==> config.mk <==
export PLATFORM = sky130hd
export DESIGN_NAME = vga_timing_gen
export DESIGN_NICKNAME = d
export VERILOG_FILES = /design/src/rtl/vga_pkg.sv /design/src/rtl/vga_axis_counter.sv /design/src/rtl/vga_timing_gen.sv
export SDC_FILE = /design/constraint.sdc
export NUM_CORES = 1
export LEC_CHECK = 0
export ABC_AREA = 0
export CAP_MARGIN = 20
export CORE_MARGIN = 5
export CORE_UTILIZATION = 54
export CTS_BUF_LIST = sky130_fd_sc_hd__clkbuf_4 sky130_fd_sc_hd__clkbuf_8
export CTS_CLUSTER_SIZE = 25
export DETAILED_ROUTE_END_ITERATION = 10
export PLACE_DENSITY = 0.93
export SYNTH_ARGS = -nofsm -noshare
export SYNTH_HDL_FRONTEND = slang
export SYNTH_SLANG_ARGS = --single-unit
==> constraint.sdc <==
create_clock -name vga_clk -period 2.1 [get_ports vga_clk]
set_input_delay 0.525 -clock vga_clk [delete_from_list [all_inputs] [get_ports vga_clk]]
set_output_delay 0.525 -clock vga_clk [all_outputs]
set_load 0.01 [all_outputs]
==> src/rtl/vga_pkg.sv <==
// Shared timing defaults and axis description for the VGA raster generator.
package vga_pkg;

    localparam int unsigned CNT_W = 10;

    // 640x480@60 defaults
    localparam int unsigned H_VIS_DEF  = 640;
    localparam int unsigned H_FP_DEF   = 16;
    localparam int unsigned H_SYNC_DEF = 96;
    localparam int unsigned H_BP_DEF   = 48;
    localparam int unsigned V_VIS_DEF  = 480;
    localparam int unsigned V_FP_DEF   = 10;
    localparam int unsigned V_SYNC_DEF = 2;
    localparam int unsigned V_BP_DEF   = 33;

    typedef struct packed {
        logic [10:0] vis;
        logic [10:0] fp;
        logic [10:0] sync;
        logic [10:0] bp;
    } vga_axis_t;

    localparam vga_axis_t H_AXIS_DEF = '{vis: 11'd640, fp: 11'd16, sync: 11'd96, bp: 11'd48};

    function automatic int unsigned axis_total(vga_axis_t a);
        return 32'(a.vis) + 32'(a.fp) + 32'(a.sync) + 32'(a.bp);
    endfunction

endpackage

==> src/rtl/vga_axis_counter.sv <==
// One raster axis: position counter plus visible/sync decode of the upcoming position.
module vga_axis_counter
    import vga_pkg::*;
#(
    parameter vga_axis_t AXIS = H_AXIS_DEF
) (
    input  logic             vga_clk,
    input  logic             reset,
    input  logic             en,
    input  logic             wrap_in,
    output logic [CNT_W-1:0] pos,
    output logic             at_end,
    output logic             active,
    output logic             in_sync
);

    localparam int unsigned      TOTAL   = axis_total(AXIS);
    localparam int unsigned      SYNC_LO = 32'(AXIS.vis) + 32'(AXIS.fp);
    localparam int unsigned      SYNC_HI = SYNC_LO + 32'(AXIS.sync);
    localparam logic [CNT_W-1:0] LAST    = CNT_W'(TOTAL - 1);

    logic [CNT_W-1:0] pos_nxt;

    // Advance on enable, wrapping to zero after the last position.
    always_comb begin
        at_end  = (pos == LAST);
        pos_nxt = pos;
        if (en) begin
            if (!at_end) begin
                pos_nxt = pos + 1'b1;
            end else if (wrap_in) begin
                pos_nxt = '0;
            end
        end
    end

    // Flags describe pos_nxt so the top can register them alongside pos with no skew.
    always_comb begin
        active  = (32'(pos_nxt) < 32'(AXIS.vis));
        in_sync = (32'(pos_nxt) >= SYNC_LO) && (32'(pos_nxt) < SYNC_HI);
    end

    // Position register; reset parks on the last position of the axis.
    always_ff @(posedge vga_clk) begin
        if (reset) begin
            pos <= LAST;
        end else begin
            pos <= pos_nxt;
        end
    end

endmodule

==> src/rtl/vga_timing_gen.sv <==
// Raster timing source: pixel-tick divider, H/V counters and registered
// blank/sync/pulse outputs aligned with DrawX/DrawY.
module vga_timing_gen
    import vga_pkg::*;
#(
    parameter int unsigned H_VIS    = H_VIS_DEF,
    parameter int unsigned H_FP     = H_FP_DEF,
    parameter int unsigned H_SYNC   = H_SYNC_DEF,
    parameter int unsigned H_BP     = H_BP_DEF,
    parameter int unsigned V_VIS    = V_VIS_DEF,
    parameter int unsigned V_FP     = V_FP_DEF,
    parameter int unsigned V_SYNC   = V_SYNC_DEF,
    parameter int unsigned V_BP     = V_BP_DEF,
    parameter logic        SYNC_POL = 1'b0,
    parameter int unsigned CLK_DIV  = 1
) (
    input  logic             vga_clk,
    input  logic             reset,
    output logic [CNT_W-1:0] DrawX,
    output logic [CNT_W-1:0] DrawY,
    output logic             blank,
    output logic             hs,
    output logic             vs,
    output logic             line_start,
    output logic             frame_start,
    output logic [7:0]       frame_count
);

    localparam vga_axis_t H_AXIS = '{vis: 11'(H_VIS), fp: 11'(H_FP), sync: 11'(H_SYNC), bp: 11'(H_BP)};
    localparam vga_axis_t V_AXIS = '{vis: 11'(V_VIS), fp: 11'(V_FP), sync: 11'(V_SYNC), bp: 11'(V_BP)};
    localparam int unsigned H_TOTAL = axis_total(H_AXIS);
    localparam int unsigned V_TOTAL = axis_total(V_AXIS);

    if (H_TOTAL > 1024 || V_TOTAL > 1024) begin : g_total_chk
        $error("vga_timing_gen: H_TOTAL/V_TOTAL must fit 10-bit counters");
    end
    if (CLK_DIV < 1 || CLK_DIV > 4) begin : g_div_chk
        $error("vga_timing_gen: CLK_DIV must be 1..4");
    end

    logic [1:0] div;
    logic       tick;
    logic       h_at_end, h_active, h_in_sync;
    logic       v_at_end, v_active, v_in_sync;
    logic       v_en;

    always_comb begin
        tick = (div == 2'(CLK_DIV - 1));
        v_en = tick & h_at_end;
    end

    // Pixel-tick divider: counts 0..CLK_DIV-1.
    always_ff @(posedge vga_clk) begin
        if (reset || tick) begin
            div <= '0;
        end else begin
            div <= div + 1'b1;
        end
    end

    vga_axis_counter #(.AXIS(H_AXIS)) u_h (
        .vga_clk (vga_clk),
        .reset   (reset),
        .en      (tick),
        .wrap_in (1'b1),
        .pos     (DrawX),
        .at_end  (h_at_end),
        .active  (h_active),
        .in_sync (h_in_sync)
    );

    vga_axis_counter #(.AXIS(V_AXIS)) u_v (
        .vga_clk (vga_clk),
        .reset   (reset),
        .en      (v_en),
        .wrap_in (1'b1),
        .pos     (DrawY),
        .at_end  (v_at_end),
        .active  (v_active),
        .in_sync (v_in_sync)
    );

    // Output registers: decoded from the upcoming position, pulses only on a tick.
    always_ff @(posedge vga_clk) begin
        if (reset) begin
            blank       <= 1'b0;
            hs          <= ~SYNC_POL;
            vs          <= ~SYNC_POL;
            line_start  <= 1'b0;
            frame_start <= 1'b0;
            frame_count <= '0;
        end else begin
            blank       <= h_active & v_active;
            hs          <= h_in_sync ? SYNC_POL : ~SYNC_POL;
            vs          <= v_in_sync ? SYNC_POL : ~SYNC_POL;
            line_start  <= tick & h_at_end;
            frame_start <= v_en & v_at_end;
            if (v_en && v_at_end) begin
                frame_count <= frame_count + 1'b1;
            end
        end
    end

endmodule
# Word level (Yosys, flattened, before mapping)
# Index checks and enable logic that the tools add are counted.
dict set report word_totals {
  register_bits 35
  input_bits 2
  word_cells 35
  output_inout_bits 33
}
dict set report op_classes {
  n_mux 6
  reduce_logical 5
  n_addsub 4
  bitwise 3
  eq_ne 2
  order_cmp 6
}
# operator n
set op_table {}
lappend op_table {{two-way mux 10 bit} 4}
lappend op_table {{adder 10 x 1 -> 10 bit (second input constant)} 2}
lappend op_table {{== test 10 bit (second input constant)} 2}
lappend op_table {{less-than comparator 10 bit (second input constant)} 2}
lappend op_table {{less-than comparator 10 x 9 -> 1 bit (second input constant)} 2}
lappend op_table {{>= comparator 10 bit (second input constant)} 1}
lappend op_table {{>= comparator 10 x 9 -> 1 bit (second input constant)} 1}
lappend op_table {{adder 8 x 1 -> 8 bit (second input constant)} 1}
lappend op_table {{bitwise AND 1 bit} 3}
lappend op_table {{logical AND 1 bit} 3}
lappend op_table {{adder 2 x 1 -> 2 bit (second input constant)} 1}
lappend op_table {{zero test 2 bit} 1}
lappend op_table {{two-way mux 1 bit} 2}
lappend op_table {{logical OR 1 bit} 1}

# Longest topological paths before layout
# Gate-level depths: netlist of the first run.
dict set report logic_depth {
  word_depth 6
  ltp_mapped 8
  depth_no_buf 7
}

# Modules after synthesis
# A second synthesis of the first run with hierarchy kept.
dict set report unflattened {
  cells_unflattened 215
  area_unflattened_um2 1879.3
}
# module seq_area_each_um2 n_inst cells_per_inst area_per_inst_um2
set modules_own_cells {}
lappend modules_own_cells {{vga_axis_counter at u_v} 200.2 1 76 653.1}
lappend modules_own_cells {{vga_axis_counter at u_h} 200.2 1 77 640.6}
lappend modules_own_cells {vga_timing_gen 300.3 1 62 585.6}

# Worst setup path after synthesis of the first run
# OpenSTA, ideal clock, no wires.
dict set report synth_path {
  path_type {register to register}
  startpoint {register u_h.pos[0]}
  endpoint {register frame_count[7]}
  slack_ps 160
  arrival_ps 1819
  path_buffers 1
  t_required_ps 1979
  synth_period_minus_slack_ps 1940
  stages_incl_launch_ff 8
  setup_ps 121
  cell_sequence {dfxtp_1 -> ha_1 -> and4bb_1 -> buf_6 -> nand4_4 -> nor4_4 -> nand3_2 -> mux2_4}
}
dict set report synth_via {
  elab_chain_cells 3
}
# item line
set synth_rtl {}
lappend synth_rtl {{start: declaration} vga_axis_counter.sv:11} ;# output logic [CNT_W-1:0] pos,
lappend synth_rtl {{start signal: assignment} vga_axis_counter.sv:48} ;# pos <= pos_nxt;
lappend synth_rtl {{== test 10 bit} vga_axis_counter.sv:26} ;# at_end = (pos == LAST);
lappend synth_rtl {{bitwise AND 1 bit} vga_timing_gen.sv:49} ;# v_en = tick & h_at_end;
lappend synth_rtl {{logical AND 1 bit} vga_timing_gen.sv:98} ;# if (v_en && v_at_end) begin
lappend synth_rtl {{end signal: assignment} vga_timing_gen.sv:99} ;# frame_count <= frame_count + 1'b1;
lappend synth_rtl {{end: declaration} vga_timing_gen.sv:26} ;# output logic [7:0] frame_count
# No other way between the ends.
# A chain may end at the register's enable or synchronous reset.

# Worst setup path after layout of the first run
dict set report layout_path {
  startpoint {register u_v.pos[2]}
  endpoint {output DrawY[2]}
}
# item line
set layout_rtl {}
lappend layout_rtl {{start: declaration} vga_axis_counter.sv:11}
lappend layout_rtl {{start signal: assignment} vga_axis_counter.sv:48}
lappend layout_rtl {{end: declaration} vga_timing_gen.sv:20} ;# output logic [CNT_W-1:0] DrawY,
# No word-level cell between the ends.

==> results of run 1 <==
==> layout make-up <==
cell class	count	area, um^2
repair buffers	45	435
clock buffers	6	45.0
inverters	7	26.3
flip-flops and latches	35	701
fillers	271	980
well taps	46	57.6
multi-input cells	151	1040
clock inverters	1	30.0
==> cell families after synthesis <==
| kind of cell | Yosys count | synth area share (%) |
|---|---|---|
| AOI/OAI and AO/OA | 29 | 10.7 |
| xor gates and xnor gates | 16 | 7.60 |
| adders and majority gates | 5 | 3.39 |
| buffers and inverters | 19 | 6.38 |
| DFF | 35 | 38.0 |
| muxes | 4 | 2.51 |
| and+or+nand+nor | 97 | 31.4 |
==> state kept, by name, indices dropped and copies added (netlist names) <==
| name | flops |
|---|---|
| u_v.pos | 10 |
| hs | 1 |
| blank | 1 |
| u_h.pos | 10 |
| vs | 1 |
| frame_count | 8 |
| div | 2 |
| frame_start | 1 |
| line_start | 1 |
==> Yosys cell counts (3+ instances only) <==
library cell | count | share of area [%]
dfxtp_1 | 35 | 38
nand2b_1 | 4 | 1.4
inv_1 | 7 | 1.4
xnor2_1 | 11 | 5.2
clkbuf_1 | 4 | 0.81
xor2_1 | 5 | 2.4
nand4_1 | 9 | 3.1
and3_1 | 3 | 1.0
buf_6 | 5 | 3.1
nor2_1 | 21 | 4.3
nand3_1 | 11 | 3.0
a21oi_1 | 7 | 1.9
nand2_1 | 12 | 2.4
ha_1 | 5 | 3.4
nor3_1 | 14 | 3.8
o21ai_0 | 5 | 1.4
==> metal layers <==
| layer | track usage, % | share of wire, % | routed length, um |
|---|---|---|---|
| met1 | 26.0 | 43 | 1970 |
| met2 | 35.2 | 49 | 2220 |
| met3 | 6.08 | 5.9 | 271 |
| met4 | 8.68 | 2.2 | 102 |
| met5 | 0 | 0 | 0 |
==> power by group through the flow <==
stage | clock network [mW] | logic (mW) | registers, mW
2_1_floorplan | 0 | 0.812 | 0.930
3_3_place_gp | 0 | 1.20 | 0.894
3_5_place_dp | 0 | 1.23 | 0.901
4_1_cts | 0.486 | 1.25 | 0.885
5_1_grt | 0.518 | 1.38 | 0.904
6_report | 0.486 | 1.26 | 0.886
==> what timing repair did <==
| action | 4_1_cts | 5_1_grt |
|---|---|---|
| hold endpoints to repair | 0 | 0 |
| resized for setup | 0 | 3 |
| endpoints found under the setup margin | 0 | 4 |
==> metrics by stage <==
| stage | instance area (um^2) | hold slack [ns] | setup WS, ns |
|---|---|---|---|
| 6_report | 2330 | 0.433 | 0.100 |
| 3_5_place_dp | 2250 | 0.424 | 0.0581 |
| 3_3_place_gp | 2250 | 0.410 | 0.148 |
| 4_1_cts | 2320 | 0.439 | 0.0451 |
| 2_1_floorplan | 1840 | 0.401 | 0.160 |
| 5_1_grt | 2330 | 0.464 | 0.0180 |
==> cell usage in the layout (no fill, tap or decap), types with 2 or more instances in the layout <==
cell type and instances:
a211oi_1 2, a21o_1 2, a21oi_1 7, a22oi_1 2, and3_1 3, buf_4 10
clkbuf_4 6, clkdlybuf4s50_1 34, dfxtp_1 35, ha_1 5, inv_1 7, mux2i_1 2
nand2_1 12, nand2b_1 4, nand3_1 11, nand4_1 9, nor2_1 21, nor3_1 14
nor3b_1 2, nor4_4 2, o21ai_0 5, o21bai_1 2, or3_1 2, xnor2_1 11
xor2_1 5
==> path summary, 6_finish.rpt <==
check / startpoint / endpoint / slack, ns / depth (start not counted)
max reg2reg: u_h.pos[1] / frame_count[7] / 0.15 / 6
max: u_v.pos[2] / DrawY[2] / 0.10 / 1
min: div[0] / div[0] / 0.43 / 1
min reg2reg: div[0] / div[0] / 0.43 / 1
==> flow_summary.yaml, run 1 <==
place:
  hpwl_um: 3290
  gp_congestion: 0.901
  portBuffers: 34
  dp_cells: 284
critical_path:
  crit_path_start_kind: "flop"
  cp_top_family: "buffers and inverters"
  crit_path_max_fanout: 10
  slowest_delay_ns: 0.61
  cp_slowest_cell: "clkdlybuf4s50_1"
  crit_type: "reg2out"
  path_cells: "clkdlybuf4s50_1"
  worstPathArrival_ns: 1.47
  worst-path-buf-inv: 1
  crit_path_end_kind: "output port"
  cp_data_required_time_ns: 1.57
drt:
  via_per_inst: 5.81
  wl_per_cell_um: 15.7
  drt_iter0_drc: 121
  vias: 1692
  drtAntennaViolNets: 0
  wirelength_um: 4570
  firstDrtPassIters: 5
  drc_errors: 0
yosys:
  async_flop_share_pct: 0
  ys_seq_elements: 35
  synth.distinct_cells: 53
  syn_nets: 212
  synth-edff-count: 0
  synthFlopType: "dfxtp_1"
  yosys_warnings: 0
  netlist_area_um2: 1840
  ys_seq_area_share_pct: 38.0
  synthCells: 205
  postSynthAreaPerCell_um2: 9.00
cts:
  cts_tree: "yes"
  postCtsSetupRepairBufs: 0
  cts_made_buffers: 5
  cts_root_buf: "clkbuf_4"
  ctsLongestPathBuffers: 2
  clkTransAtPathRegs_ns: 0.10
  clock_latency_ns: 0.35
  hold_buffers: 0
  cts_sinks: 35
  htree_num_levels: 2
die:
  ios: 35
  die-area_um2: 4680
  core_area_um2: 3310
  rows: 21
  initial_core_util_pct: 55.7
  fp.dieW_um: 68.4
  die_h_um: 68.4
cells_and_area:
  layout-drive-gt1-share_pct: 12.2
  final_util_pct: 70.4
  syn2layout_area_growth_pct: 26.4
  stdcell_count: 291
  n_antenna_cell: 0
  fin_nets: 252
grt:
  grt_max_degree: 36
  grt_pass1_wl_um: 7420
  grt-ovfl-total: 0
  antenna_found_initial: 0
  grt_pass1_vias: 1628
  grt.total_usage_pct: 21.4
power:
  powerDensity_nw_per_um2: 1130
  p_clk_share_pct: 18.4
  netSwitchingFraction_pct: 39.3
  vdd_drop_max_mv: 0.732
  switchingPower_mw: 1.04
  p_int_mw: 1.60
  pwr-share-seq_pct: 33.6
  power.total_mw: 2.64
  p_leak_nw: 0.822
  comb_power_share_pct: 48.0
sta:
  finalCriticalPeriod_ns: 2.00
  relSlewSlack_pct: 75.0
  setup_tns_ns: 0
  rsz0062_at_grt: "false"
  fin_skew_ns: 0.0163
  setup_viol: 0
  slew_viol_final: 0
  clock.fmax_mhz: 500
  hold_viol_final: 0
  tightestPinTransition_ns: 0.371
  post-route-period-util_pct: 95.2
job:
  maxCapViolations: 0
min_path:
  hold_path.class: "reg2reg"
outcome:
  status: "finished, final reports clean"
(Power assumes the default switching activity.)
==> run 2: changes to the inputs <==
Settings changed: GPL_TIMING_DRIVEN set to 0.
Clock period 2.1 ns to 2.08 ns, I/O delays scaled along.
==> run 2 against run 1 <==
  * Utilization up 1.1 points
  * Power rose by 6.0%
  * Sequential power rose by 2%
  * Count of clock-buffer cells in the layout is the same
  * Combinational power about the same
  * Non-clock buffer count grew 1
  * Flip-flop and latch count is the same
==> flow_summary.yaml, run 2 (same netlist as run 1, synthesis figures left out) <==
drt:
  firstDrtPassIters: 4
  vias: 1663
  drc_errors: 0
  wl_per_cell_um: 15.0
  drtAntennaViolNets: 0
  via_per_inst: 5.68
  wirelength_um: 4390
  drt_iter0_drc: 164
power:
  power.total_mw: 2.79
  p_leak_nw: 0.832
  powerDensity_nw_per_um2: 1180
  vdd_drop_max_mv: 0.520
sta:
  hold_viol_final: 0
  tightestPinTransition_ns: 0.550
  finalCriticalPeriod_ns: 1.99
  relSlewSlack_pct: 63.3
  setup_tns_ns: 0
  setup_viol: 0
  fin_skew_ns: 0.0128
  hold_ws_ns: 0.390
  post-route-period-util_pct: 95.6
  setup_ws_ns: 0.0905
  slew_viol_final: 0
  clock.fmax_mhz: 503
critical_path:
  cp_data_required_time_ns: 2.32
  r2r_slack_ns: 0.09
  cp_slowest_cell: "or3_1"
  r2r_end: "vs"
  crit_path_max_fanout: 8
  worst-path-buf-inv: 1
  crit_type: "reg2reg"
  crit_path_end: "vs"
  startpoint: "u_h.pos[0]"
  r2r_start: "u_h.pos[0]"
  crit_path_start_kind: "flop"
  reg2regPathDepth: 7
  crit_path_end_kind: "flop"
  slowest_delay_ns: 0.39
  path_cells: "ha_2 -> and4bb_1 -> buf_6 -> nand4_1 -> or3_1 -> a22oi_2 -> nand4bb_1"
  worstPathArrival_ns: 2.23
  cp_top_family: "simple AND/OR/NAND/NOR gates"
  crit_cells: 7
outcome:
  status: "finished, final reports clean"
place:
  portBuffers: 33
  dp_cells: 284
  hpwl_um: 3160
  gp_congestion: 0.918
  placed_area_um2: 2230
  dp_slack_ns: -0.0180
cts:
  cts_made_buffers: 5
  cts_sinks: 35
  ctsLongestPathBuffers: 2
  clkTransAtPathRegs_ns: 0.11
  clock_latency_ns: 0.35
  cts_tree: "yes"
  htree_num_levels: 2
  cts_root_buf: "clkbuf_4"
  hold_buffers: 0
grt:
  grt-ovfl-total: 0
  grt_max_degree: 12
  antenna_found_initial: 0
  grt.total_usage_pct: 20.2
  grt_pass1_vias: 1586
  grt_pass1_wl_um: 7110
min_path:
  hold_path.class: "in2reg"
die:
  die_h_um: 68.4
  die-area_um2: 4680
  ios: 35
  initial_core_util_pct: 55.7
  fp.dieW_um: 68.4
  rows: 21
  core_area_um2: 3310
cells_and_area:
  layout-drive-gt1-share_pct: 13.4
  final_cell_mix: "dfxtp_1, clkdlybuf4s50_1, nor2_1, nor3_1, nand2_1"
  syn2layout_area_growth_pct: 28.4
  final_util_pct: 71.5
  stdcell_count: 293
  largestRegisters: "u_h.pos (10), u_v.pos (10), frame_count (8)"
  fin_nets: 253
  design_area_um2: 2370
  n_antenna_cell: 0
job:
  maxCapViolations: 0
run 2: layout make-up:
class | instances | area [um^2]
Multi-Input combinational cell | 151 | 1040
Fill cell | 262 | 943
Sequential cell | 35 | 703
Timing Repair Buffer | 35 | 345
Buffer | 11 | 90.1
Clock inverter | 2 | 60.1
Tap cell | 46 | 57.6
Clock buffer | 6 | 45.0
Inverter | 7 | 26.3
run 2: metal layers:
metal | track usage, % | routed length, um | vias to the layer above
li1 | - | - | 814
met1 | 25.9 | 1980 | 783
met2 | 31.7 | 2100 | 60
met3 | 3.78 | 247 | 6
met4 | 10.9 | 68 | 0
met5 | 0 | 0 | -
run 2: power by group:
group	leakage, nW	switching [mW]	internal, mW	total (mW)
logic	0.491	0.680	0.592	1.27
clock network	0.0559	0.235	0.388	0.623
registers	0.285	0.116	0.784	0.900
total	0.832	1.03	1.76	2.79
run 2: timing repair:
action                                 in CTS  in global routing
buffers inserted                            0                  2
endpoints found under the hold margin       0                  0
setup endpoints to repair                   1                  8
gates resized for setup                     1                  6
pin swaps                                   1                  1
gates cloned                                0                  0
run 2: worst register-to-register path, delay by kind of cell, from the launching register on:
kind | cells | cell delay (ns)
flip-flops | 1 | 0.38
AO/OA/AOI/OAI | 1 | 0.25
AND/OR/NAND/NOR | 4 | 0.91
buffers and inverters | 1 | 0.14
adder cells (fa/ha/maj) | 1 | 0.20
run 2: how the worst min path moves through the flow:
| stage | startpoint | to | cells past startpoint |
|---|---|---|---|
| floorplan | div[0] | div[0] | 1 |
| CTS | reset | u_h.pos[9] | 2 |
| finish | reset | u_h.pos[9] | 2 |
| detailed placement | div[0] | div[0] | 1 |
| global route | reset | u_h.pos[9] | 2 |
| global placement | div[0] | div[0] | 1 |
==> run 3: changes to the inputs <==
Settings changed: GPL_ROUTABILITY_DRIVEN set to 0.
==> results of run 3 <==
Same layout as run 2: the final DEF is identical, and so are final timing and power.
